===== src/rtl/neuron_scheduler.sv =====
`default_nettype none
// ============================================================================
//  Module   : neuron_scheduler
//  Purpose  : Sequences one integrate-and-fire timestep over NEURON_NUM
//             membrane voltages held in an external single-port memory, or
//             sweeps that memory to zero. Each neuron takes a read cycle (RD)
//             followed by a write-back cycle (WR) that adds the synaptic
//             current with saturation and applies reset-by-subtraction
//             when the threshold is reached.
//  Ports    :
//    clk          in   1   clock, rising edge
//    rst_n        in   1   asynchronous active-low reset
//    start        in   1   pulse: run one timestep (ignored while busy)
//    clear        in   1   pulse: zero all voltages (wins over start)
//    syn_current  in  16   signed input current for neuron at mem_addr (WR)
//    mem_rdata    in  16   signed voltage, one-cycle registered read latency
//    mem_wr_en    out  1   memory write enable (0 = read)
//    mem_addr     out  6   memory neuron address
//    mem_wdata    out 16   signed voltage to write
//    busy         out  1   high whenever not IDLE
//    done         out  1   one-cycle pulse in FIN
//    spike_valid  out  1   one-cycle pulse per firing neuron
//    spike_idx    out  6   index of firing neuron
//  Revision : 1.0 - initial release
// ============================================================================
module neuron_scheduler #(
    parameter int                 NEURON_NUM = 40,
    parameter logic signed [15:0] THRESHOLD  = 16'sd256
) (
    input  logic               clk,
    input  logic               rst_n,
    input  logic               start,
    input  logic               clear,
    input  logic signed [15:0] syn_current,
    input  logic signed [15:0] mem_rdata,
    output logic               mem_wr_en,
    output logic [5:0]         mem_addr,
    output logic signed [15:0] mem_wdata,
    output logic               busy,
    output logic               done,
    output logic               spike_valid,
    output logic [5:0]         spike_idx
);

    localparam logic [2:0] S_IDLE = 3'd0;
    localparam logic [2:0] S_RD   = 3'd1;
    localparam logic [2:0] S_WR   = 3'd2;
    localparam logic [2:0] S_CLR  = 3'd3;
    localparam logic [2:0] S_FIN  = 3'd4;

    localparam logic [5:0] c_last_idx = 6'(NEURON_NUM - 1);

    logic [2:0]         r_state;
    logic [5:0]         r_idx;
    logic               r_wr_en;
    logic               r_busy;
    logic               r_done;
    logic               r_spike_valid;
    logic [5:0]         r_spike_idx;

    logic signed [16:0] w_sum;
    logic signed [15:0] w_sat;
    logic               w_fire;
    logic signed [15:0] w_update;

    // 17-bit sum cannot overflow; bits 16 and 15 disagree only when the
    // 16-bit result would, and bit 16 then gives the direction.
    assign w_sum = {mem_rdata[15], mem_rdata} + {syn_current[15], syn_current};

    always_comb begin
        w_sat = w_sum[15:0];
        if (w_sum[16] != w_sum[15]) begin
            w_sat = w_sum[16] ? 16'sh8000 : 16'sh7FFF;
        end
    end

    // THRESHOLD is positive, so subtracting it from a value at or above it
    // stays in range.
    assign w_fire   = (w_sat >= THRESHOLD);
    assign w_update = w_fire ? (w_sat - THRESHOLD) : w_sat;

    // Write data depends on mem_rdata, which only becomes valid inside the
    // WR cycle, so it is decoded from the registered state rather than
    // registered itself.
    always_comb begin
        mem_wdata = 16'sd0;
        if (r_state == S_WR) begin
            mem_wdata = w_update;
        end
    end

    always_ff @(posedge clk or negedge rst_n) begin
        if (!rst_n) begin
            r_state       <= S_IDLE;
            r_idx         <= 6'd0;
            r_wr_en       <= 1'b0;
            r_busy        <= 1'b0;
            r_done        <= 1'b0;
            r_spike_valid <= 1'b0;
            r_spike_idx   <= 6'd0;
        end else begin
            r_done        <= 1'b0;
            r_spike_valid <= 1'b0;
            case (r_state)
                S_IDLE: begin
                    r_idx <= 6'd0;
                    if (clear) begin
                        r_state <= S_CLR;
                        r_wr_en <= 1'b1;
                        r_busy  <= 1'b1;
                    end else if (start) begin
                        r_state <= S_RD;
                        r_wr_en <= 1'b0;
                        r_busy  <= 1'b1;
                    end
                end
                S_RD: begin
                    r_state <= S_WR;
                    r_wr_en <= 1'b1;
                end
                S_WR: begin
                    if (w_fire) begin
                        r_spike_valid <= 1'b1;
                        r_spike_idx   <= r_idx;
                    end
                    r_wr_en <= 1'b0;
                    if (r_idx == c_last_idx) begin
                        r_state <= S_FIN;
                        r_done  <= 1'b1;
                    end else begin
                        r_state <= S_RD;
                        r_idx   <= r_idx + 6'd1;
                    end
                end
                S_CLR: begin
                    if (r_idx == c_last_idx) begin
                        r_state <= S_FIN;
                        r_wr_en <= 1'b0;
                        r_done  <= 1'b1;
                    end else begin
                        r_idx <= r_idx + 6'd1;
                    end
                end
                S_FIN: begin
                    r_state <= S_IDLE;
                    r_idx   <= 6'd0;
                    r_wr_en <= 1'b0;
                    r_busy  <= 1'b0;
                end
                default: begin
                    r_state <= S_IDLE;
                    r_idx   <= 6'd0;
                    r_wr_en <= 1'b0;
                    r_busy  <= 1'b0;
                end
            endcase
        end
    end

    assign mem_wr_en   = r_wr_en;
    assign mem_addr    = r_idx;
    assign busy        = r_busy;
    assign done        = r_done;
    assign spike_valid = r_spike_valid;
    assign spike_idx   = r_spike_idx;

endmodule
`default_nettype wire


===== config.mk =====
export PLATFORM = sky130hd
export DESIGN_NAME = neuron_scheduler
export DESIGN_NICKNAME = d
export VERILOG_FILES = /design/src/rtl/neuron_scheduler.sv
export SDC_FILE = /design/constraint.sdc
export NUM_CORES = 1
export LEC_CHECK = 0
export BUFFER_PORTS_ARGS = -buffer_cell sky130_fd_sc_hd__buf_2
export CORE_MARGIN = 4
export CORE_UTILIZATION = 45
export DETAILED_ROUTE_END_ITERATION = 16
export MAX_ROUTING_LAYER = met4
export PLACE_DENSITY = 0.69
export SLEW_MARGIN = 20
export SYNTH_ARGS = -nofsm -noshare
export SYNTH_HDL_FRONTEND = slang
export SYNTH_SLANG_ARGS = --single-unit

===== constraint.sdc =====
create_clock -name clk -period 9.3 [get_ports clk]
set_input_delay 0.93 -clock clk [delete_from_list [all_inputs] [get_ports clk]]
set_output_delay 0.93 -clock clk [all_outputs]
set_load 0.02 [all_outputs]

==> impl_results.md <==
- Outcome: completed
- Max Fclk: roughly 160 MHz
- Total Nets Final: ~390
- Row count: 25
- Vias: about 2200
- HPWL after DPL: roughly 4.4 mm
- Switching part of the total: about half
- Clock sink count: 19
- Flops & latches, synth: 19
- CTS tree: yes
- Filler instances: 480
- Core ar.: approximately 4800 um^2
- Ant. Diodes: 0
- Xor and xnor area share after synthesis: roughly 6.3%
- Post-Syn Nets: ~330
- FFs w/ async S/R, synth: 100.0%
- Total Routed Length: approximately 5.4 mm
- EDFF count, synth: 0
- Worst Path Arrival: between 5 and 6 ns
- Minimum clock period: roughly 6 ns
- Least-Margin Pin Slew: 0.8993 ns
- CP endpoint: mem_wdata[9]
- Setup tns final: 0 ns
- Mean post-synth cell area: 8.192 um^2
- Synth Area in Simple Gates: between 20% and 30%
- Reg area: roughly 480 um^2
- Synth top area share: 21.03%
- Synth cell types: between 50 and 60
- Critical path type: in -> out
- Total congestion overflow: 0
- CTS Buf Count: 3
- Setup crit start: syn_current[0]
- P_sw: 0.3227 mW
- Critical Path End Type: primary output
- Final Skew: 0.0008913 ns
- Area growth syn-to-layout: 17.76%
- Leak: 1.323 nW
- R2r endpoint: mem_addr[5]$_DFFE_PN0P_
- Synth Area in Compound Gates: roughly a quarter
- Synth top area cells: dfrtp_1 21%, ha_1 11%, nor2_1 6.3%, a21oi_1 5.8%, nand2_1 4.6%
- Pins Over Slew Limit: 0
- Synth area leader: dfrtp_1
- Die height: slightly below 80 um
- Rel. slew slack: roughly two fifths
- Synth Flop Type: dfrtp_1
- Max Cap Violations: 0
- RR Startpoint: mem_addr[0]$_DFFE_PN0P_
- Finished Cell Area: 2663 um^2
- Root Driver: clkbuf_8
- Most common cell in the synthesized netlist: nor2_1
- Synth Cell Area: about 2300 um^2
- Share of layout cells above drive strength 1: around 29%
- R2r setup slk: between 7 and 8 ns
- CP Data Required Time: around 8.4 ns
- Main combinational cell family by area after synthesis: compound AO/OA/AOI/OAI gates
- Maximum vdd ir drop: approximately 110 uV
- DRC violations left: 0
- Placed cell areas: 2616 um^2
- Multi-input logic area: between 1500 and 2000 um^2
- Worst-path clk slew: around 0.070 ns
- CP startpoint kind: input port
- Clk pwr share: ~8.9%
- Die width: ~80 um
- Post-DR wirelength/cell: approximately 13 um
- Total GRT Usage: between 10% and 20%
- # port buffers: 67
- Cell Pwr Density: 240.8 nW/um^2
- Starting density of the core: 47.24%
- Final hold violation count: 0
- Initial antenna violation count: 0
- Adder-Cell Fraction of Synth Area: 13.61%
- Cts hold-fix bufs: 0
- I/O pins: ~70
- Sequential Power Share: about a quarter
- Routability cong.: 0.8663
- Largest net degree at the start of global routing: 20
- Via count of the first global-routing pass: 2072
- Final setup fails: 0
- CTS max path bufs: 2
- Period utilization: roughly two thirds
- First-pass GRT wire length: a little over 9 mm
- Sequential share of the synthesized area: 21.03%
- Die area: ~6200 um^2
- Synth cell count leaders: 38 x nor2_1, 28 x nand2_1, 26 x a21oi_1
- Via density: between 5 and 6
- Comb pwr share: between 60 and 70%
- Unrepaired setup endpoints after global routing: no
- Later-pin clock latency in the skew report: around 0.26 ns
- DRT Pass-1 Iters: 4
- Drt first-iter violations: between 100 and 150
- Htree depth: 1
- Mux contribution to synthesized area: ~5.4%
- HP Class: reg -> reg
- CP max FO: 12
- Cell internal pwr: between 0.3 and 0.4 mW
- Synth Warn #: 0
- Worst R2R Path Depth: 8
- Number of gates resized after cts: 0
- Cells after Synth: ~280
- # Post-CTS Setup Buffers: 0
- Post-route antenna net violation count: 0
-- stage by stage --
stage / setup WS [ns] / power (mW) / utilization, % / instances / hold slack (ns)
finish: 3.141 / 0.6413 / 55.63 / 402 / 0.5089
global placement: 3.298 / 0.5804 / 54.67 / 398 / 0.4943
CTS: 3.139 / 0.6454 / 55.63 / 402 / 0.5135
global route: 2.764 / 0.6961 / 55.63 / 402 / 0.5305
detailed placement: 3.152 / 0.5862 / 54.67 / 398 / 0.4924
floorplan: 3.718 / 0.4748 / - / 276 / 0.5372
-- worst max-delay path, stage by stage --
cell and delay (ns):
buf_2 0.10, ha_1 0.22, fa_1 0.43, a211oi_2 0.34, o31ai_4 0.17, o211a_1 0.27, o21a_1 0.24, o2bb2ai_2 0.42
nor2_2 0.16, o21ai_1 0.25, ha_1 0.19, nand3_1 0.06, nor4_1 0.28, nand3_1 0.16, a31oi_4 0.38, mux2_2 0.38
nor2_1 0.08, buf_2 0.17
-- sequential cells by signal, indices dropped and copies added, names as in the netlist --
register,cells
busy,1
done,1
r_state,3
spike_idx,6
mem_addr,6
spike_valid,1
mem_wr_en,1
-- layout by cell type, fill, tap and decap left out, types with 3 or more instances in the layout --
master    synthesis  layout
and3_1            3       3
nand2_1          28      28
a31oi_1           3       3
o21ai_1           4       4
xnor2_1           5       5
inv_1             8       8
or2_2             4       4
o21ai_0           7       7
ha_1             19      19
nand4_1           4       4
a21oi_1          26      26
nand2b_1          4       4
mux2_4            6       6
o211ai_1          4       4
xor2_1            8       8
a21o_1            7       7
maj3_1            5       5
nand3_1          12      12
clkbuf_8          0       3
a211oi_1          3       3
dfrtp_1          19      19
o211a_1           3       3
buf_2             3      67
nor2_1           38      38
nor3_1            5       5
-- logic make-up after synthesis --
family | count (synthesis)
AND/OR/NAND/NOR | 111
AO/OA/AOI/OAI | 78
adder cells (fa/ha/maj) | 25
buffers and inverters | 20
flip-flops | 19
XOR/XNOR | 14
multiplexers | 9
-- power groups by stage --
| stage | sequential [mW] | combinational, mW | clock, mW |
|---|---|---|---|
| 2_1_floorplan | 0.183 | 0.292 | 0 |
| 3_3_place_gp | 0.158 | 0.422 | 0 |
| 3_5_place_dp | 0.160 | 0.427 | 0 |
| 4_1_cts | 0.158 | 0.429 | 0.0584 |
| 5_1_grt | 0.166 | 0.468 | 0.0617 |
| 6_report | 0.158 | 0.426 | 0.0570 |
-- worst min path at each step --
stage                        startpoint                  endpoint  slack [ns]  depth (start not counted)
2_1_floorplan    r_state[1]$_DFFE_PN0P_            done$_DFF_PN0_        0.54                          2
3_3_place_gp   spike_idx[5]$_DFFE_PN0P_  spike_idx[5]$_DFFE_PN0P_        0.49                          1
3_5_place_dp   spike_idx[2]$_DFFE_PN0P_  spike_idx[2]$_DFFE_PN0P_        0.49                          1
4_1_cts        spike_idx[2]$_DFFE_PN0P_  spike_idx[2]$_DFFE_PN0P_        0.51                          1
5_1_grt        spike_idx[3]$_DFFE_PN0P_  spike_idx[3]$_DFFE_PN0P_        0.53                          1
6_report       spike_idx[2]$_DFFE_PN0P_  spike_idx[2]$_DFFE_PN0P_        0.51                          1
-- cell type report --
class                   count  share of cell area, %
multi-input cells         237                  63.53
clock buffers               3                  1.551
well taps                  67                  3.149
inverters                   8                  1.128
clock inverters             1                 0.1880
repair buffers             67                  12.59
flip-flops and latches     19                  17.86
-- layer usage --
| metal | up-vias | part of all wire, % | GRT usage (%) |
|---|---|---|---|
| li1 | 1123 | - | - |
| met4 | 0 | 0 | 1.031 |
| met2 | 59 | 44 | 27.67 |
| met1 | 1012 | 50 | 26.07 |
| met3 | 0 | 5.5 | 2.721 |
| met5 | - | 0 | - |
(Power assumes the default switching activity.)
